<file path="src/rtl/gon_pkg.sv">
// gon_pkg: shared sizes, drain FSM states and the GLB write record for the GON opsum drain
package gon_pkg;
  localparam int XBUS_NUMS = 12;
  localparam int PE_NUMS   = 14;
  localparam int ID_LEN    = 5;
  localparam int ROW_LEN   = 4;
  localparam int VALUE_LEN = 32;
  localparam int ADDR_LEN  = 16;
  typedef enum logic [1:0] {IDLE, ISSUE, DRAIN, FIN} drain_state_t;
  typedef struct packed {
    logic [ADDR_LEN-1:0]  addr;
    logic [VALUE_LEN-1:0] data;
  } opsum_wr_t;
endpackage

</file>
<file path="src/rtl/gon_drain_fifo.sv">
// gon_drain_fifo: 2-entry FIFO of GLB write records, async active-low reset
module gon_drain_fifo
  import gon_pkg::*;
(
  input  logic      clk,
  input  logic      rst,
  input  logic      push,
  input  logic      pop,
  input  opsum_wr_t din,
  output opsum_wr_t dout,
  output logic [1:0] count,
  output logic      full,
  output logic      empty
);
  opsum_wr_t mem [2];
  logic wr_ptr, rd_ptr, do_push, do_pop;
  assign full    = count == 2'd2;
  assign empty   = count == 2'd0;
  assign dout    = mem[rd_ptr];
  assign do_push = push && !full;
  assign do_pop  = pop && !empty;
  always_ff @(posedge clk or negedge rst)
    if (!rst) begin
      mem    <= '{default: '0};
      wr_ptr <= 1'b0;
      rd_ptr <= 1'b0;
      count  <= 2'd0;
    end else begin
      if (do_push) begin
        mem[wr_ptr] <= din;
        wr_ptr      <= !wr_ptr;
      end
      if (do_pop) rd_ptr <= !rd_ptr;
      count <= count + 2'(do_push) - 2'(do_pop);
    end
endmodule

</file>
<file path="src/rtl/gon_opsum_drain.sv">
// gon_opsum_drain: walks the PE mapping row-major, pulls opsums over the GON and
// writes them to the GLB through a 2-entry FIFO
module gon_opsum_drain
  import gon_pkg::*;
(
  input  logic                 clk,
  input  logic                 rst,
  input  logic                 start,
  input  logic [ROW_LEN-1:0]   cfg_rows,
  input  logic [ID_LEN-1:0]    cfg_cols,
  input  logic [ADDR_LEN-1:0]  cfg_base_addr,
  input  logic [ADDR_LEN-1:0]  cfg_row_stride,
  output logic                 busy,
  output logic                 done,
  output logic                 gon_ready,
  output logic [ROW_LEN-1:0]   gon_row_tag,
  output logic [ID_LEN-1:0]    gon_col_tag,
  input  logic                 gon_enable,
  input  logic [VALUE_LEN-1:0] gon_value,
  output logic                 glb_wr_en,
  output logic [ADDR_LEN-1:0]  glb_wr_addr,
  output logic [VALUE_LEN-1:0] glb_wr_data,
  input  logic                 glb_wr_ready
);
  drain_state_t state;
  logic [ROW_LEN-1:0]  rows_q;
  logic [ID_LEN-1:0]   cols_q;
  logic [ADDR_LEN-1:0] stride_q, row_base, addr;
  logic [1:0] count;
  logic full, empty, xfer, last_col, last;
  opsum_wr_t head;
  assign gon_ready   = state == ISSUE && !full;
  assign xfer        = gon_ready && gon_enable;
  assign last_col    = gon_col_tag == cols_q - 1'b1;
  assign last        = last_col && gon_row_tag == rows_q - 1'b1;
  assign busy        = state != IDLE;
  assign done        = state == FIN;
  assign glb_wr_en   = !empty;
  assign glb_wr_addr = head.addr;
  assign glb_wr_data = head.data;
  gon_drain_fifo u_fifo (
    .clk   (clk),
    .rst   (rst),
    .push  (xfer),
    .pop   (glb_wr_ready),
    .din   ('{addr: addr, data: gon_value}),
    .dout  (head),
    .count (count),
    .full  (full),
    .empty (empty)
  );
  // addr tracks base + row*stride + col incrementally; row_base holds the row start
  always_ff @(posedge clk or negedge rst)
    if (!rst) begin
      state       <= IDLE;
      rows_q      <= '0;
      cols_q      <= '0;
      stride_q    <= '0;
      row_base    <= '0;
      addr        <= '0;
      gon_row_tag <= '0;
      gon_col_tag <= '0;
    end else begin
      case (state)
        IDLE: if (start) begin
          rows_q      <= cfg_rows;
          cols_q      <= cfg_cols;
          stride_q    <= cfg_row_stride;
          row_base    <= cfg_base_addr;
          addr        <= cfg_base_addr;
          gon_row_tag <= '0;
          gon_col_tag <= '0;
          state       <= (cfg_rows == '0 || cfg_cols == '0) ? FIN : ISSUE;
        end
        ISSUE: if (xfer) begin
          if (last) state <= DRAIN;
          else if (last_col) begin
            gon_col_tag <= '0;
            gon_row_tag <= gon_row_tag + 1'b1;
            row_base    <= row_base + stride_q;
            addr        <= row_base + stride_q;
          end else begin
            gon_col_tag <= gon_col_tag + 1'b1;
            addr        <= addr + 1'b1;
          end
        end
        DRAIN: if (empty) state <= FIN;
        FIN: state <= IDLE;
        default: state <= IDLE;
      endcase
    end
endmodule
</file>
<file path="config.mk">
export PLATFORM = sky130hd
export DESIGN_NAME = gon_opsum_drain
export DESIGN_NICKNAME = d
export VERILOG_FILES = /design/src/rtl/gon_pkg.sv /design/src/rtl/gon_drain_fifo.sv /design/src/rtl/gon_opsum_drain.sv
export SDC_FILE = /design/constraint.sdc
export NUM_CORES = 1
export LEC_CHECK = 0
export ABC_AREA = 1
export CAP_MARGIN = 10
export CORE_MARGIN = 2
export CORE_UTILIZATION = 50
export CTS_CLUSTER_DIAMETER = 100
export CTS_CLUSTER_SIZE = 10
export DETAILED_ROUTE_END_ITERATION = 16
export DONT_BUFFER_PORTS = 1
export SLEW_MARGIN = 10
export SYNTH_ARGS = -nofsm -noshare
export SYNTH_HDL_FRONTEND = slang
export SYNTH_SLANG_ARGS = --single-unit
</file>
<file path="constraint.sdc">
create_clock -name clk -period 4.5 [get_ports clk]
set_input_delay 0.45 -clock clk [delete_from_list [all_inputs] [get_ports clk]]
set_output_delay 0.45 -clock clk [all_outputs]
set_load 0.03 [all_outputs]
</file>
==> summary.md, run 1 <==
| Metric | Value |
|---|---|
| # rows | 49 |
| RSZ-0062 raised after global routing | false |
| Area Overhead vs Synth | 8.188% |
| # DRC | 0 |
| Hold Path Class | input port to async pin |
| Fin crit share | between 70% and 80% |
| Setup crit end kind | flip-flop |
| Startpoint types | flip-flop |
| Setup TNS | 0 ns |
| Drt initial violations | 355 |
| Core area | 0.01796 sq mm |
| Via/cell ratio | 5.114 |
| Wire per inst | 14.89 um |
| CTS tree | done |
| Data required time of the worst path | 4.85 ns |
| Vias | 6,950 |
| CTS sink count | around 170 |
| Status | finished clean |
| Die area | 0.01937 sq mm |
| Met3 GRT Util | between 5 and 6% |
| Synth Area per Inst | between 8 and 9 sq um |
| Initial antenna violation count | 0 |
| Final #Nets | around 1,200 |
| Fillers | 1,732 |
| First-pass GRT wire length | 34.42 mm |
| Design area | 0.009886 sq mm |
| Worst path buffer plus inverter count | 2 |
| Max VDD drop | 0.4047 mV |
| CTS Buffer Depth | 2 |
| M2 GR Usage | between 30% and 40% |
| Crit path time final | approximately 3.4 ns |
| CP Class | flip-flop to flip-flop |
| Gr busiest metal | met2 |
| Worst path slowest cell | nor2_2 |
| Slew @ Worst Pin | 1.160 ns |
| Synth Register Bits | 168 |
| Power Dens Cells | 853.0 mW/mm^2 |
| Die X | roughly 140 um |
| Initial Util | ~51% |
| Mapped Nets | 1,242 |
| F_max | 0.2922 GHz |
| Critical Path AT | ~3.8 ns |
| Die height | 139.2 um |
| CP delay by family, top | simple AND/OR/NAND/NOR gates |
| Clock transition at path regs | 0.07 ns |
| Max-cap violation count | 0 |
| Cell variety after synth | 38 |
| Area after DPL | 0.009278 sq mm |
| Diode count | 0 |
| H-tree Lvls | 4 |
| GR Layer Usage met1 | a little under a third |
| Register area | 0.004205 sq mm |
| Sequential share of the synthesized area | 46.01% |
| Commonest non-fill, non-tap cells in the layout | nand2_1, dfrtp_1, inv_1, o21ai_0, nor2_1 |
| Layout cells sized above 1 | 10.44% |
| Max-slew headroom | 21.85% |
| Cts bufs inserted | 17 |
| Detail Placement HPWL | approximately 14 mm |
| # setup viols final | 0 |
| Global-route usage over all layers | between 20% and 30% |
| Total grt overflow | 0 |
| Leak pwr | between 4 and 5 nW |
| Commonest non-fill, non-tap cell in the layout | nand2_1 |
| Port Buf Inserts | 0 |
| Post-Synthesis Cells | 1,137 |
| Crit-path max FO | 31 |
| Post-route ant nets | 0 |
| Skew-Pair Late Insertion Delay | 0.43 ns |
| Slew Viols, Final | 0 |
| Synth warn | 0 |
| Vias in the first global route | between 6,000 and 7,000 |
| Number of detailed-route iterations in the first pass | 5 |
| Boundary pin count | 139 |
| Worst Skew | ~0.01 ns |
| Cell Area, Synth | 0.009138 sq mm |
| CP cell instances | inv_1 > ha_1 > inv_2 > a21oi_2 > nand2_1 > a21oi_2 > nand2_4 > nor2_2 > nand2_1 > o21ai_2 |
| Area occupied by multi-input gates | 0.004213 sq mm |
| WL final | 20.23 mm |
| CP peak stage delay | approximately 0.8 ns |
| Final GP Congestion | 0.8335 |
| Clock Tree Root | clkbuf_16 |
| Largest net degree at the start of global routing | 169 |
| Final Hold Fails | 0 |
## cell families (layout without fill, tap and decap cells)
logic type                 count (synthesis)  count (layout)  synth area share (%)
and+or+nand+nor                          512             512                 22.89
buffers and inverters                    181             174                 8.052
DFF                                      168             168                 46.01
AOI/OAI and AO/OA                        166             166                 9.777
muxes                                     56              56                 6.901
adders and majority gates                 27              27                 3.779
xor gates and xnor gates                  27              27                 2.588
## registers in the layout (all words and copies together), names as in the netlist
name	cells
gon_row_tag	4
stride_q	16
u_fifo.count	2
row_base	16
rows_q	4
u_fifo.mem	96
u_fifo.rd_ptr	1
gon_col_tag	5
u_fifo.wr_ptr	1
addr	16
cols_q	5
state	2
## worst paths after layout
| path | from | cells after the start | slack [ns] | to |
|---|---|---|---|---|
| worst max-delay path | state[1]$_DFFE_PN0P_ | 10 | 1.08 | gon_row_tag[3]$_DFFE_PN0P_ |
| worst min-delay path | rst | 1 | 0.05 | u_fifo.mem[52]$_DFFE_PN0P_ |
| worst max register to register | state[1]$_DFFE_PN0P_ | 10 | 1.08 | gon_row_tag[3]$_DFFE_PN0P_ |
| worst min register to register | row_base[5]$_DFFE_PN0P_ | 2 | 0.48 | row_base[5]$_DFFE_PN0P_ |
| max in group asynchronous | rst | 1 | 3.83 | row_base[6]$_DFFE_PN0P_ |
| min in group clk | gon_value[24] | 2 | 0.14 | u_fifo.mem[72]$_DFFE_PN0P_ |
## cell usage after synthesis (all sizes together)
master  count  area (sq um)
a21oi      25         136.4
buf        21         135.1
clkbuf     24         90.09
clkinv      1         3.750
dfrtp     168          4204
fa          1         20.02
ha         26         325.3
inv       135         506.7
mux2       56         630.6
nand2     374          1414
nand3      51         267.8
nand3b      5         50.05
nand4       7         43.79
nor2       62         245.2
nor3        8         40.04
nor4        2         12.51
o211ai      5         37.54
o21a        8         60.06
o21ai     126         645.6
o21bai      1         7.510
o22ai       1         6.260
or2         3         18.77
xnor2      15         131.4
xor2       12         105.1
## what timing repair did
| action | 4_1_cts | 5_1_grt |
|---|---|---|
| buffers inserted | 0 | 0 |
| gates resized for setup | 0 | 0 |
| endpoints found under the setup margin | 0 | 0 |
| hold buffers | 1 | 0 |
| endpoints found under the hold margin | 168 | 0 |
## area by class of cell
class,count,area share [%]
repair buffers,6,0.9113
inverters,136,5.164
well taps,229,2.898
clock inverters,15,1.569
flip-flops and latches,168,42.54
clock buffers,17,4.303
multi-input cells,788,42.61
## metrics by stage
step / std cells / worst slack (ns) / hold WS (ns) / total power, mW / utilization, %
2_1_floorplan: 1137 / 2.282 / 0.1544 / 6.217 / -
3_5_place_dp: 1326 / 1.042 / 0.1611 / 7.023 / 51.65
3_3_place_gp: 1326 / 1.139 / 0.1606 / 6.951 / 51.65
6_report: 1359 / 1.077 / 0.04656 / 8.433 / 55.03
4_1_cts: 1359 / 1.042 / 0.1092 / 8.511 / 55.03
5_1_grt: 1359 / 0.8189 / 0.1211 / 9.197 / 55.03
## metal layers
metal / wire length, um / vias up / part of all wire, %
met1: 9614 / 3159 / 48
met5: 0 / - / 0
li1: - / 3572 / -
met4: 288 / 0 / 1.4
met2: 9050 / 194 / 45
met3: 1278 / 25 / 6.3
## worst reg2reg max path: stages, from the launching register on
cell	delay, ns
dfrtp_1	0.42
inv_1	0.09
ha_1	0.17
inv_2	0.20
a21oi_2	0.44
nand2_1	0.32
a21oi_2	0.39
nand2_4	0.24
nor2_2	0.83
nand2_1	0.17
o21ai_2	0.10
## report_power, final
group,internal [mW],leakage [nW],switching [mW]
registers,2.24,2.03,0.523
logic,1.35,2.53,2.89
clock network,0.741,0.276,0.685
total,4.33,4.84,4.10
Note: power is estimated with default switching activity, not from simulation.
==> run 2: changes to the inputs <==
--- a/config.mk
+++ b/config.mk
@@ -5,7 +5,7 @@
 export SDC_FILE = /design/constraint.sdc
 export NUM_CORES = 1
 export LEC_CHECK = 0
-export ABC_AREA = 1
+export ABC_AREA = 0
 export CAP_MARGIN = 10
 export CORE_MARGIN = 2
 export CORE_UTILIZATION = 50
@@ -13,6 +13,7 @@
 export CTS_CLUSTER_SIZE = 10
 export DETAILED_ROUTE_END_ITERATION = 16
 export DONT_BUFFER_PORTS = 1
+export PLACE_DENSITY = 0.68
 export SLEW_MARGIN = 10
 export SYNTH_ARGS = -nofsm -noshare
 export SYNTH_HDL_FRONTEND = slang
==> constraint.sdc (replaced) <==
create_clock -name clk -period 2.7 [get_ports clk]
set_input_delay 0.27 -clock clk [delete_from_list [all_inputs] [get_ports clk]]
set_output_delay 0.27 -clock clk [all_outputs]
set_load 0.03 [all_outputs]
==> summary.md, run 2 <==
| Metric | Value |
|---|---|
| Status | finished with violations |
| Failing checks | negative hold slack |
| Final #Nets | 918 (-25%) |
| Combinational share of power | 52.5% (+2.2 points) |
| Post-Synth Adder-Cell Area | 3.960% (+0.18 points) |
| Max VDD drop | 0.7772 mV (+92%) |
| Sequential share of the synthesized area | 48.21% (+2.2 points) |
| Vias | 6,128 (-12%) |
| Worst path slowest cell | dfrtp_1 |
| Skew-Pair Late Insertion Delay | 0.43 ns (about the same) |
| Crit path time final | 2.534 ns (-0.8891 ns) |
| Total grt overflow | 0 (unchanged) |
| Power share of the clock group | 16.0% (-0.9 points) |
| Area Overhead vs Synth | 17.33% |
| Worst Skew | 0.008452 ns (-0.001589 ns) |
| Layout cells sized above 1 | 28.93% (+18 points) |
| Fin crit share | 93.84% (+18 points) |
| Core area | 0.01718 sq mm (-4.4%) |
| Largest register FFs | 96 (unchanged) |
| Switching Fraction | 43.64% (-5.0 points) |
| Mapped Nets | 850 (-32%) |
| Cell variety after synth | 59 (+55%) |
| Commonest non-fill, non-tap cell in the layout | mux2_2 |
| Synth top area share | 48.21% (+2.2 points) |
| CP delay by family, top | compound AO/OA/AOI/OAI gates |
| Hold Path Class | input port to async pin |
| Slew Viols, Final | 0 (unchanged) |
| CP cell instances | ha_1 > inv_1 > fa_1 > nor2b_1 > o2111ai_1 > a21oi_1 > o32ai_1 > xnor2_1 > and3_4 > a2111o_1 |
| Final Hold Fails | 168 (+168) |
| # DRC | 0 (unchanged) |
| Global-route usage over all layers | 22.24% (+0.34 points) |
| XOR/XNOR share of the synthesized area | 4.118% (+1.5 points) |
| Top reg by flops | u_fifo.mem |
| Clock Tree Root | clkbuf_16 |
| CTS tree | done |
| Die height | 136.1 um (-2.2%) |
| WL final | 20.24 mm (about the same) |
| Max-slew headroom | 68.31% (+46 points) |
| Leak pwr | 4.465 nW (-7.7%) |
| Main synth FF type | dfrtp_1 |
| Initial Util | 50.77% (-0.095 points) |
| Die X | 136.1 um (-2.2%) |
| Largest area contributor in the synthesized netlist | dfrtp_1 |
| Final setup margin | 0.1663 ns (-0.9109 ns) |
| Mux share of post-synthesis cell area | 22.15% (+15 points) |
| Port Buf Inserts | 0 (unchanged) |
| Drt initial violations | 345 (-2.8%) |
| Die area | 0.01851 sq mm (-4.4%) |
| CTS Buffer Depth | 2 (unchanged) |
| Max-cap violation count | 0 (unchanged) |
| Commonest non-fill, non-tap cells in the layout | mux2_2, dfrtp_1, dlygate4sd3_1, nand2_1, a21oi_1 |
| Synth Area per Inst | 11.71 sq um (+46%) |
| EDFF count, synth | 0 (unchanged) |
| First-pass GRT wire length | 32.02 mm (-7.0%) |
| Initial antenna violation count | 1 (+1) |
| DP Worst Slack | 0.2125 ns (-0.8299 ns) |
| Diode count | 0 (unchanged) |
| CP peak stage delay | 0.39 ns (-0.43 ns) |
| Via/cell ratio | 5.831 (+14%) |
| RSZ-0062 raised after global routing | false |
| Slew @ Worst Pin | 0.4743 ns (-0.6858 ns) |
| Post-CTS Hold Fix Bufs | 59 (+58) |
| Final GP Congestion | 0.8973 (+7.7%) |
| Crit-path max FO | 3 (-90%) |
| Vias in the first global route | 6,232 (-7.7%) |
| Largest family of logic cells by synthesized area | multiplexers |
| Seq pwr share | 31.5% (-1.3 points) |
| Post-Synth Simple-Gate Area | 8.049% (-15 points) |
| WHS | -0.4624 ns (-0.5090 ns) |
| H-tree Lvls | 4 (unchanged) |
| Number of detailed-route iterations in the first pass | 5 (unchanged) |
| CP Class | flip-flop to flip-flop |
| Top cells by area, synth | dfrtp_1, mux2_2, ha_1 |
| Largest net degree at the start of global routing | 169 (unchanged) |
| Cell Area, Synth | 0.008721 sq mm (-4.6%) |
| Worst path buffer plus inverter count | 1 (-1) |
| Wire per inst | 19.26 um (+29%) |
| Post-route ant nets | 0 (unchanged) |
| Compound-Gate Fraction of Synth Area | 10.62% (+0.84 points) |
| Boundary pin count | 139 (unchanged) |
| Most frequent cells after synthesis | dfrtp_1, mux2_2, nand2_1 |
| Synth warn | 0 (unchanged) |
| Detail Placement HPWL | 14.07 mm (-0.35%) |
| Placed Cells | 960 (-28%) |
| Critical Path AT | 2.84 ns (-0.93 ns) |
| Clock transition at path regs | 0.07 ns (about the same) |
| Cts bufs inserted | 17 (unchanged) |
| Setup crit end kind | flip-flop |
| P_sw | 6.403 mW (+56%) |
| Post-synth ARST share | 100.0% (unchanged) |
| # setup viols final | 0 (unchanged) |
| Power Dens Cells | 1434 mW/mm^2 (+68%) |
| Data required time of the worst path | 3.01 ns (-1.84 ns) |
| Synth Register Bits | 168 (unchanged) |
| Post-Layout Cell Count | 1,051 (-23%) |
| Startpoint types | flip-flop |
| CTS sink count | 168 (unchanged) |
| Int Pwr | 8.268 mW (+91%) |
| F_max | 0.3947 GHz (+35%) |
| Setup repair bufs after CTS | 0 (unchanged) |
| Post-Synthesis Cells | 745 (-34%) |
| # rows | 48 (-2.0%) |
| Setup TNS | 0 ns (unchanged) |
-- run 2: changes by cell type in the layout (fill, tap and decap cells not counted), sizes merged, moves of 34 or more --
cell	change
inv	-122
mux2	+112
nand2	-337
dlygate4sd3	+59
nand3	-34
o21ai	-107
-- run 2: path summary, 6_finish.rpt --
kind / startpoint / endpoint / slack (ns) / depth (start not counted)
worst max-delay path: row_base[0]$_DFFE_PN0P_ / addr[14]$_DFFE_PN0P_ / 0.17 / 10
worst min-delay path: rst / u_fifo.mem[40]$_DFFE_PN0P_ / -0.46 / 0
worst max register to register: row_base[0]$_DFFE_PN0P_ / addr[14]$_DFFE_PN0P_ / 0.17 / 10
worst min register to register: u_fifo.mem[36]$_DFFE_PN0P_ / u_fifo.mem[36]$_DFFE_PN0P_ / 0.48 / 2
max in group asynchronous: rst / addr[0]$_DFFE_PN0P_ / 2.98 / 0
min in group clk: cfg_base_addr[2] / row_base[2]$_DFFE_PN0P_ / 0.03 / 2
-- run 2: per-stage QoR --
step	total power, mW	utilization, %	instance area [sq um]
after floorplan	10.58	-	8721
after global placement	11.92	52.75	9061
after detailed placement	12.20	52.75	9061
after CTS	14.69	59.54	10230
after global routing	15.61	59.57	10230
final	14.67	59.57	10230
-- run 2: cell type report --
class | instances | area [sq um]
clock buffers | 19 | 452.9
clock inverters | 13 | 122.6
fillers | 1447 | 6944
inverters | 20 | 75.07
multi-input cells | 517 | 4279
flip-flops and latches | 168 | 4205
well taps | 225 | 281.5
repair buffers | 89 | 815.8
-- run 2: repair_timing --
| item | 4_1_cts | 5_1_grt |
|---|---|---|
| hold endpoints to repair | 259 | 168 |
| gates resized for setup | 0 | 2 |
| endpoints found under the setup margin | 0 | 4 |
-- run 2: cells by family after synthesis --
logic type	count (synthesis)
buffers and inverters	60
XOR/XNOR	41
adder cells (fa/ha/maj)	27
flip-flops	168
AND/OR/NAND/NOR	139
AO/OA/AOI/OAI	138
multiplexers	172
-- run 2: power by group through the flow --
stage	logic (mW)	registers [mW]	clock network [mW]
3_3_place_gp	7.38	4.54	0
6_report	7.70	4.61	2.35
2_1_floorplan	6.21	4.37	0
4_1_cts	7.69	4.60	2.40
5_1_grt	8.32	4.78	2.51
3_5_place_dp	7.57	4.63	0
-- run 2: routing by layer --
layer | global-route usage, % | up-vias | wire length [um]
li1 | - | 2866 | -
met1 | 27.78 | 3035 | 8721
met2 | 37.30 | 205 | 9896
met3 | 5.928 | 20 | 1355
met4 | 7.755 | 2 | 254
met5 | 0 | - | 11
-- run 2: worst reg2reg max path, stage by stage (launching register included) --
cell and delay, ns:
dfrtp_1 0.39, ha_1 0.19, inv_1 0.06, fa_1 0.39
nor2b_1 0.19, o2111ai_1 0.19, a21oi_1 0.20, o32ai_1 0.11
xnor2_1 0.14, and3_4 0.19, a2111o_1 0.37
==> run 3: changes to the inputs <==
--- a/config.mk
+++ b/config.mk
@@ -14,6 +14,7 @@
 export DETAILED_ROUTE_END_ITERATION = 16
 export DONT_BUFFER_PORTS = 1
 export PLACE_DENSITY = 0.68
+export RECOVER_POWER = 100
 export SLEW_MARGIN = 10
 export SYNTH_ARGS = -nofsm -noshare
 export SYNTH_HDL_FRONTEND = slang
==> summary.md, run 3 (synthesized netlist as in run 2, its figures left out) <==
| Metric | Value |
|---|---|
| Area Overhead vs Synth | 16.37% |
| Die area | 0.01851 sq mm (unchanged) |
| Max-slew headroom | 45.97% (-22 points) |
| Startpoint types | flip-flop |
| Cts bufs inserted | 17 (unchanged) |
| Worst path slowest cell | fa_1 |
| # rows | 48 (unchanged) |
| F_max | 0.3956 GHz (+0.23%) |
| CP peak stage delay | 0.39 ns (about the same) |
| CP delay by family, top | compound AO/OA/AOI/OAI gates |
| Total grt overflow | 0 (unchanged) |
| Largest register FFs | 96 (unchanged) |
| Setup crit end kind | flip-flop |
| Data required time of the worst path | 3.01 ns (about the same) |
| Commonest non-fill, non-tap cells in the layout | dfrtp_1, mux2_2, dlygate4sd3_1, mux2_1, nand2_1 |
| Detail Placement HPWL | 14.07 mm (unchanged) |
| Failing checks | negative hold slack |
| H-tree Lvls | 4 (unchanged) |
| Max-cap violation count | 0 (unchanged) |
| Global-route usage over all layers | 22.24% (unchanged) |
| Final #Nets | 918 (unchanged) |
| Initial Util | 50.77% (unchanged) |
| Final Hold Fails | 168 (unchanged) |
| CTS tree | done |
| Die height | 136.1 um (unchanged) |
| Worst path buffer plus inverter count | 1 (unchanged) |
| Crit path from | row_base[0]$_DFFE_PN0P_ |
| Fillers | 1,468 (+1.5%) |
| Boundary pin count | 139 (unchanged) |
| Skew-Pair Late Insertion Delay | 0.43 ns (about the same) |
| Initial antenna violation count | 1 (unchanged) |
| CP cell instances | ha_1 > inv_1 > fa_1 > nor2b_1 > o2111ai_1 > a21oi_1 > o32ai_1 > xnor2_1 > and3_4 > a2111o_1 |
| Largest net degree at the start of global routing | 169 (unchanged) |
| Slew Viols, Final | 0 (unchanged) |
| Reg2Reg Depth | 10 (unchanged) |
| Setup TNS | 0 ns (unchanged) |
| # setup viols final | 0 (unchanged) |
| Core area | 0.01718 sq mm (unchanged) |
| CTS Buffer Depth | 2 (unchanged) |
| Post-Layout Cell Count | 1,051 (unchanged) |
| Critical Path AT | 2.84 ns (about the same) |
| Number of detailed-route iterations in the first pass | 5 (unchanged) |
| Crit-path max FO | 3 (unchanged) |
| # DRC | 0 (unchanged) |
| Vias | 6,105 (-0.38%) |
| Worst Skew | 0.007310 ns (-0.001142 ns) |
| Design area | 0.01015 sq mm (-0.82%) |
| Diode count | 0 (unchanged) |
| CTS sink count | 168 (unchanged) |
| WP depth | 10 (unchanged) |
| First-pass GRT wire length | 32.02 mm (unchanged) |
| Top reg by flops | u_fifo.mem |
| Placed Cells | 960 (unchanged) |
| Drt initial violations | 376 (+9.0%) |
| Clock Tree Root | clkbuf_16 |
| RSZ-0062 raised after global routing | false |
| Final GP Congestion | 0.8973 (unchanged) |
| Die X | 136.1 um (unchanged) |
| Crit path time final | 2.528 ns (-0.005807 ns) |
| Setup repair bufs after CTS | 0 (unchanged) |
| Area occupied by multi-input gates | 0.004269 sq mm (-0.23%) |
| Clock transition at path regs | 0.06 ns (about the same) |
| Fin crit share | 93.63% (-0.22 points) |
| Post-route ant nets | 0 (unchanged) |
| Layout cells sized above 1 | 21.31% (-7.6 points) |
| WL final | 20.22 mm (about the same) |
| CP Class | flip-flop to flip-flop |
| Reg2Reg Launch Point | row_base[0]$_DFFE_PN0P_ |
| Area after DPL | 0.009061 sq mm (unchanged) |
| Hold Path Class | input port to async pin |
| Slew @ Worst Pin | 0.8104 ns (+0.3362 ns) |
| WHS | -0.4599 ns (+0.002521 ns) |
| Register area | 0.004204 sq mm (about the same) |
| Via/cell ratio | 5.809 (-0.38%) |
| Wire per inst | 19.24 um (about the same) |
| Leak pwr | 4.414 nW (-1.1%) |
| Port Buf Inserts | 0 (unchanged) |
| Power Dens Cells | 1420 mW/mm^2 (-0.95%) |
| Commonest non-fill, non-tap cell in the layout | dfrtp_1 |
| Post-CTS Hold Fix Bufs | 59 (unchanged) |
| Max VDD drop | 0.7739 mV (-0.42%) |
| Status | finished with violations |
| Vias in the first global route | 6,232 (unchanged) |
==> run 3: cell types whose count changed in the layout (fill, tap and decap cells not counted), moves of 8 or more <==
cell,previous run,this run
mux2_1,0,45
mux2_2,168,123
buf_4,30,7
clkbuf_1,0,14
clkbuf_2,0,8
==> run 3: where the power goes <==
part           switching [mW]  leakage, nW  internal [mW]
sequential              0.864         2.03           3.74
clock                    1.02        0.272           1.32
combinational            4.51         2.11           2.95
==> run 3: path summary, 6_finish.rpt <==
path / slack [ns] / to
setup / recovery: 0.17 / addr[14]$_DFFE_PN0P_
hold / removal: -0.46 / u_fifo.mem[7]$_DFFE_PN0P_
setup reg to reg: 0.17 / addr[14]$_DFFE_PN0P_
hold reg to reg: 0.48 / u_fifo.mem[36]$_DFFE_PN0P_
max in group asynchronous: 3.00 / rows_q[3]$_DFFE_PN0P_
min in group clk: 0.04 / row_base[2]$_DFFE_PN0P_
==> run 3: area by class of cell <==
| type | count | area share [%] |
|---|---|---|
| timing repair buffer | 89 | 7.323 |
| clock inverter | 13 | 1.208 |
| tap | 225 | 2.774 |
| clock buffer | 19 | 4.463 |
| sequential | 168 | 41.43 |
| inverter | 20 | 0.7397 |
| multi-input combinational | 517 | 42.07 |
==> run 3: worst register-to-register path, cell delays in order (launching register included) <==
cell,delay [ns]
dfrtp_1,0.38
ha_1,0.19
inv_1,0.06
fa_1,0.39
nor2b_1,0.19
o2111ai_1,0.19
a21oi_1,0.20
o32ai_1,0.11
xnor2_1,0.14
and3_4,0.19
a2111o_1,0.38
==> run 3: per-stage QoR <==
| step | total power [mW] | hold slack, ns | utilization (%) | worst slack (ns) |
|---|---|---|---|---|
| 4_1_cts | 14.69 | -0.4798 | 59.54 | 0.1758 |
| 3_3_place_gp | 11.92 | -0.02019 | 52.75 | 0.2738 |
| 5_1_grt | 15.35 | -0.4832 | 59.08 | 0.01906 |
| 2_1_floorplan | 10.58 | -0.02559 | - | 0.2598 |
| 3_5_place_dp | 12.20 | -0.02019 | 52.75 | 0.2125 |
| 6_report | 14.41 | -0.4599 | 59.08 | 0.1721 |
==> run 3: what timing repair did <==
item / in CTS / in global routing
setup endpoints to repair: 0 / 4
resized for setup: 0 / 2
hold endpoints to repair: 259 / 168
==> run 3: layer usage <==
layer | up-vias | part of all wire [%] | global-route usage (%)
met5 | - | 0.054 | 0
met3 | 22 | 6.2 | 5.928
met4 | 2 | 1.3 | 7.755
met2 | 179 | 49 | 37.30
li1 | 2870 | - | -
met1 | 3032 | 43 | 27.78
